## src/rtl/mem_arbiter.sv

```systemverilog
// mem_arbiter: shares one byte-wide memory port between the processor
// (port 0) and a second bus master (port 1). Each access runs
// IDLE -> ACCESS (MEM_LAT strobe cycles) -> DONE (one-cycle ack).
//
// Build option: define ARB_FIXED_PRIO_EN to make port 0 win every conflict
// (lock still honoured). Left undefined, conflicts are resolved round-robin.
//
// state  | meaning
// -------+-----------------------------------------------------------
// IDLE   | no access in flight; grant a requester if any
// ACCESS | memread/memwrite asserted for MEM_LAT cycles
// DONE   | strobes low, ack pulses to the owner
module mem_arbiter #(
    parameter int WIDTH   = 8,
    parameter int MEM_LAT = 2
) (
    input  logic             clk_i,
    input  logic             reset_i,
    input  logic             req0_i,
    input  logic             req1_i,
    input  logic             we0_i,
    input  logic             we1_i,
    input  logic             lock0_i,
    input  logic             lock1_i,
    input  logic [WIDTH-1:0] addr0_i,
    input  logic [WIDTH-1:0] addr1_i,
    input  logic [WIDTH-1:0] wdata0_i,
    input  logic [WIDTH-1:0] wdata1_i,
    output logic             ack0_o,
    output logic             ack1_o,
    output logic [WIDTH-1:0] rdata0_o,
    output logic [WIDTH-1:0] rdata1_o,
    output logic             memread_o,
    output logic             memwrite_o,
    output logic [WIDTH-1:0] mar_o,
    output logic [WIDTH-1:0] writedata_o,
    input  logic [WIDTH-1:0] memdata_i,
    output logic             busy_o,
    output logic             owner_o
);

    localparam int CW = (MEM_LAT < 1) ? 1 : $clog2(MEM_LAT + 1);
    localparam logic [CW-1:0] CNT_LAST = CW'(MEM_LAT - 1);

    typedef enum logic [1:0] {
        S_IDLE   = 2'd0,
        S_ACCESS = 2'd1,
        S_DONE   = 2'd2
    } state_t;

    state_t           state_q, state_d;
    logic [CW-1:0]    cnt_q, cnt_d;
    logic             we_q, we_d;
    logic             lock_q, lock_d;
    logic             owner_q, owner_d;
    logic             last_q, last_d;
    logic [WIDTH-1:0] mar_q, mar_d;
    logic [WIDTH-1:0] wdata_q, wdata_d;
    logic [WIDTH-1:0] rdata0_q, rdata0_d;
    logic [WIDTH-1:0] rdata1_q, rdata1_d;
    logic             owner_req;
    logic             win;

    // State and datapath registers; reset leaves last-served at 1 so port 0 wins first.
    always_ff @(posedge clk_i) begin
        if (reset_i) begin
            state_q  <= S_IDLE;
            cnt_q    <= '0;
            we_q     <= 1'b0;
            lock_q   <= 1'b0;
            owner_q  <= 1'b0;
            last_q   <= 1'b1;
            mar_q    <= '0;
            wdata_q  <= '0;
            rdata0_q <= '0;
            rdata1_q <= '0;
        end else begin
            state_q  <= state_d;
            cnt_q    <= cnt_d;
            we_q     <= we_d;
            lock_q   <= lock_d;
            owner_q  <= owner_d;
            last_q   <= last_d;
            mar_q    <= mar_d;
            wdata_q  <= wdata_d;
            rdata0_q <= rdata0_d;
            rdata1_q <= rdata1_d;
        end
    end

    // Winner selection, next state, grant capture and read-data capture.
    always_comb begin
        state_d  = state_q;
        cnt_d    = cnt_q;
        we_d     = we_q;
        lock_d   = lock_q;
        owner_d  = owner_q;
        last_d   = last_q;
        mar_d    = mar_q;
        wdata_d  = wdata_q;
        rdata0_d = rdata0_q;
        rdata1_d = rdata1_q;

        owner_req = owner_q ? req1_i : req0_i;

        // A held lock only counts while its owner is still requesting;
        // otherwise it is dropped and this cycle arbitrates normally.
        if (lock_q && owner_req) begin
            win = owner_q;
        end else if (req0_i && req1_i) begin
`ifdef ARB_FIXED_PRIO_EN
            win = 1'b0;
`else
            win = ~last_q;
`endif
        end else if (req1_i) begin
            win = 1'b1;
        end else begin
            win = 1'b0;
        end

        case (state_q)
            S_IDLE: begin
                if (req0_i || req1_i) begin
                    state_d = S_ACCESS;
                    cnt_d   = '0;
                    owner_d = win;
                    last_d  = win;
                    we_d    = win ? we1_i    : we0_i;
                    lock_d  = win ? lock1_i  : lock0_i;
                    mar_d   = win ? addr1_i  : addr0_i;
                    wdata_d = win ? wdata1_i : wdata0_i;
                end else begin
                    lock_d = 1'b0;
                end
            end
            S_ACCESS: begin
                if (cnt_q == CNT_LAST) begin
                    state_d = S_DONE;
                    if (!we_q) begin
                        if (owner_q) rdata1_d = memdata_i;
                        else         rdata0_d = memdata_i;
                    end
                end else begin
                    cnt_d = cnt_q + CW'(1);
                end
            end
            S_DONE: begin
                state_d = S_IDLE;
            end
            default: begin
                state_d = S_IDLE;
            end
        endcase
    end

    // Strobes, ack and status decoded from the registered state.
    always_comb begin
        memread_o  = (state_q == S_ACCESS) && !we_q;
        memwrite_o = (state_q == S_ACCESS) &&  we_q;
        ack0_o     = (state_q == S_DONE)   && !owner_q;
        ack1_o     = (state_q == S_DONE)   &&  owner_q;
        busy_o     = (state_q != S_IDLE);
    end

    assign mar_o       = mar_q;
    assign writedata_o = wdata_q;
    assign rdata0_o    = rdata0_q;
    assign rdata1_o    = rdata1_q;
    assign owner_o     = owner_q;

endmodule

```

## config.mk

```make
export PLATFORM = sky130hd
export DESIGN_NAME = mem_arbiter
export DESIGN_NICKNAME = d
export VERILOG_FILES = /design/src/rtl/mem_arbiter.sv
export SDC_FILE = /design/constraint.sdc
export NUM_CORES = 1
export LEC_CHECK = 0
export CAP_MARGIN = 30
export CORE_AREA = 2 2 70 72
export DETAILED_ROUTE_END_ITERATION = 8
export DIE_AREA = 0 0 72 74
export GPL_TIMING_DRIVEN = 1
export MAX_ROUTING_LAYER = met4
export PLACE_DENSITY = 0.87
export RECOVER_POWER = 25
export SYNTH_ARGS = -nofsm -noshare
export SYNTH_HDL_FRONTEND = slang
export SYNTH_SLANG_ARGS = --single-unit
```

## constraint.sdc

```tcl
create_clock -name clk_i -period 1.9 [get_ports clk_i]
set_clock_uncertainty 0.15 [all_clocks]
set_input_delay 0.285 -clock clk_i [delete_from_list [all_inputs] [get_ports clk_i]]
set_output_delay 0.285 -clock clk_i [all_outputs]
set_load 0.02 [all_outputs]
```

==> run_results.csv <==
group,metric,value,unit
critical_path,r2r_slack,160,ps
global_routing,grt_max_degree,38,
floorplanning,die_h,74,um
critical_path,r2r_cells,4,
synthesis,synth_cells,191,
synthesis,synth_edf_count,0,
routing,vias,1714,
routing,dr_wl_met3,278,um
timing,rsz0062_at_grt,"no",
clock_tree,clock_latency,290,ps
floorplanning,design.core.area,4600,um2
routing,routed.top_layer,"met4",
placed_design,dpl.hpwl,3.45,mm
pwr,power_density,751,nW/um2
placed_design,place.gp.congestion,0.741,
floorplanning,rows,25,
routing,routed-wl-met2,2.45,mm
critical_path,critPathArrivalTime,1340,ps
synthesis,synth_cell_types,31,
clock_tree,cts_htree_levels,2,
synthesis,syn_area,1830,um2
critical_path,worstReg2RegStart,"state_q[0]",
critical_path,timing.critical_path.to,"ack1_o",
critical_path,path_class,"reg2out",
min_path,hp-class,"in2reg",
synthesis,async_flop_share,0,
critical_path,worstReg2RegEnd,"mar_o[2]",
flow_run,cap_viol_max_count,0,
clock_tree,cts.sinks,40,
cells_and_area,finalNonFillerCells,334,
cells_and_area,multi_input_area,905,um2
synthesis,synthMuxAreaShare,0.0928,
floorplanning,die-area,5330,um2
clock_tree,cts_tree,"built",
synthesis,synth_xor_area_frac,0,
clock_tree,cts_buffers,5,
floorplanning,initial_core_util,0.399,
timing,drv_slew,0,
synthesis,synth_top_area_cell,"dfxtp_1",
clock_tree,root_buffer,"clkbuf_8",
critical_path,startpoint,"owner_o",
critical_path,crit_family,"buffers and inverters",
routing,detail_route.wl_per_cell,14.3,um
global_routing,grt_pass1_vias,1730,
critical_path,crit_chain,"inv_1 > nor3b_1 > dlygate4sd2_1",
cells_and_area,nets,328,
routing,drt-total-wl,4.78,mm
synthesis,yosysWarnings,0,
cells_and_area,drive_above_1_share,0.157,
routing,drc,0,
synthesis,ys_seq_elements,40,
routing,wl_met1,1.95,mm
floorplanning,io-pin-count,86,
routing,ant_nets,0,
routing,routed_via_density,5.13,
floorplanning,die_x,72,um
timing,period_share,0.933,
critical_path,path_buf_inv,2,
timing,relSlewSlack,0.568,
clock_tree,cts_max_path_buffers,2,
timing,finalHoldViolations,0,
synthesis,avgSynthCellArea,9.60,um2
timing,holdWs,232,ps
synthesis,synth_top_family_by_area,"simple AND/OR/NAND/NOR gates",
pwr,leakagePower,0.00112,uW
critical_path,worst-path-max-fanout,4,
routing,dr.pass1.iters,4,
synthesis,syn_nets,240,
critical_path,cp-end-kind,"primary output",
global_routing,gr-total-overflow,0,
timing,setup_violations,0,
cells_and_area,fillerInstances,408,
cells_and_area,area_delta_synth_final,53.4,%
critical_path,slowest_delay,430,ps
timing,worst_pin_slew,648,ps
routing,drtIter0Drc,99,
timing,tns,0,ps
critical_path,required,1460,ps
synthesis,synthTopCellsByArea,"dfxtp_1 44%, mux2i_1 9.3%, nor2_1 8.2%, nor3_1 7.4%, nor4_2 6.8%",
status,status,"finished, final reports clean",
synthesis,synthAdderAreaFrac,0.00683,
synthesis,synth.top_cell.area_share,0.437,
synthesis,synth_simple_gate_area_frac,0.350,
synthesis,synthTopCellsByCount,"40 x dfxtp_1, 40 x nor2_1, 27 x nor3_1, 17 x mux2i_1, 10 x nor4_2",
cells_and_area,antennaDiodeCount,0,
timing,min_period,1770,ps
synthesis,synth_compound_area_frac,0.0451,
placed_design,dpl.cell_count,326,
global_routing,grt_pass1_wl,7.77,mm
cells_and_area,seq_area,801,um2
placed_design,io_buffer_count,85,
synthesis,synth_flop_cell,"dfxtp_1",
critical_path,cp_slowest_cell,"dfxtp_1",
global_routing,grt_antenna_before_repair,0,
timing,max_freq,564,MHz
global_routing,grt_use_total,0.193,
clock_tree,clk_pin_slew,80,ps
synthesis,ys_seq_area_frac,0.437,
critical_path,startpoint_type,"register",
pwr,vdd_drop_max,0.000409,V
critical_path,crit_cells,3,
## area by class of cell
type                       count  area share
timing repair buffer          94       0.330
multi-input combinational    133       0.322
sequential                    40       0.285
clock buffer                   6      0.0294
tap                           54      0.0240
inverter                       5     0.00668
clock inverter                 2     0.00356
## power by group
part | total [uW] | internal [uW] | leakage (uW) | switching, uW
Clock | 585 | 290 | 0.0000510 | 295
Sequential | 941 | 902 | 0.000328 | 39.5
Combinational | 584 | 287 | 0.000740 | 297
Total | 2110 | 1480 | 0.00112 | 632
## cell usage in the layout (no fill, tap or decap), types with 2 or more instances in the layout
cell type         n
a21oi_1           3
buf_12            2
buf_4             7
clkbuf_8          6
clkdlybuf4s50_1  66
clkinv_2          2
dfxtp_1          40
dlygate4sd2_1     5
dlygate4sd3_1    12
inv_1             5
mux2i_1          17
nand2b_1          2
nor2_1           41
nor3_1           27
nor3_2            9
nor3b_1           3
nor4_1            7
nor4_2           10
## timing repair
| item | in CTS | in global routing |
|---|---|---|
| endpoints found under the setup margin | 6 | 1 |
| hold buffers | 0 | 0 |
| gates resized for setup | 6 | 2 |
| setup buffers | 0 | 0 |
## metal layers
layer | global-route usage | up-vias
li1 | - | 846
met1 | 0.212 | 804
met2 | 0.333 | 54
met3 | 0.0528 | 10
met4 | 0.0755 | 0
met5 | - | -
## flip-flops by register name, summed over array words and instances, names as in the netlist
signal / flops
mar_o: 8
rdata0_o: 8
rdata1_o: 8
writedata_o: 8
cnt_q: 2
state_q: 2
last_q: 1
lock_q: 1
owner_o: 1
we_q: 1
## metrics by stage
step / total power [uW] / setup WS (ps) / area, um2 / util
final: 2110 / 128 / 2810 / 0.611
after global routing: 2210 / 3.75 / 2810 / 0.611
after CTS: 2140 / 96.2 / 2820 / 0.613
after detailed placement: 1560 / -159 / 2730 / 0.594
after global placement: 1540 / -68.5 / 2730 / 0.594
after floorplan: 1290 / 249 / 1830 / -
## worst min path at each step
stage	startpoint	endpoint	slack, ps	cells past startpoint
after floorplan	memdata_i[0]	rdata1_o[0]	280	2
after global placement	last_q	last_q	310	2
after detailed placement	last_q	last_q	340	2
after CTS	reset_i	rdata0_o[3]	220	2
after global routing	reset_i	rdata1_o[3]	230	2
final	reset_i	rdata0_o[3]	230	2
## logic make-up after synthesis
family | Yosys count
flops | 40
fa+ha+maj | 1
simple gates | 106
compound gates | 9
buf+inv | 18
mux | 17
(Power assumes the default switching activity.)
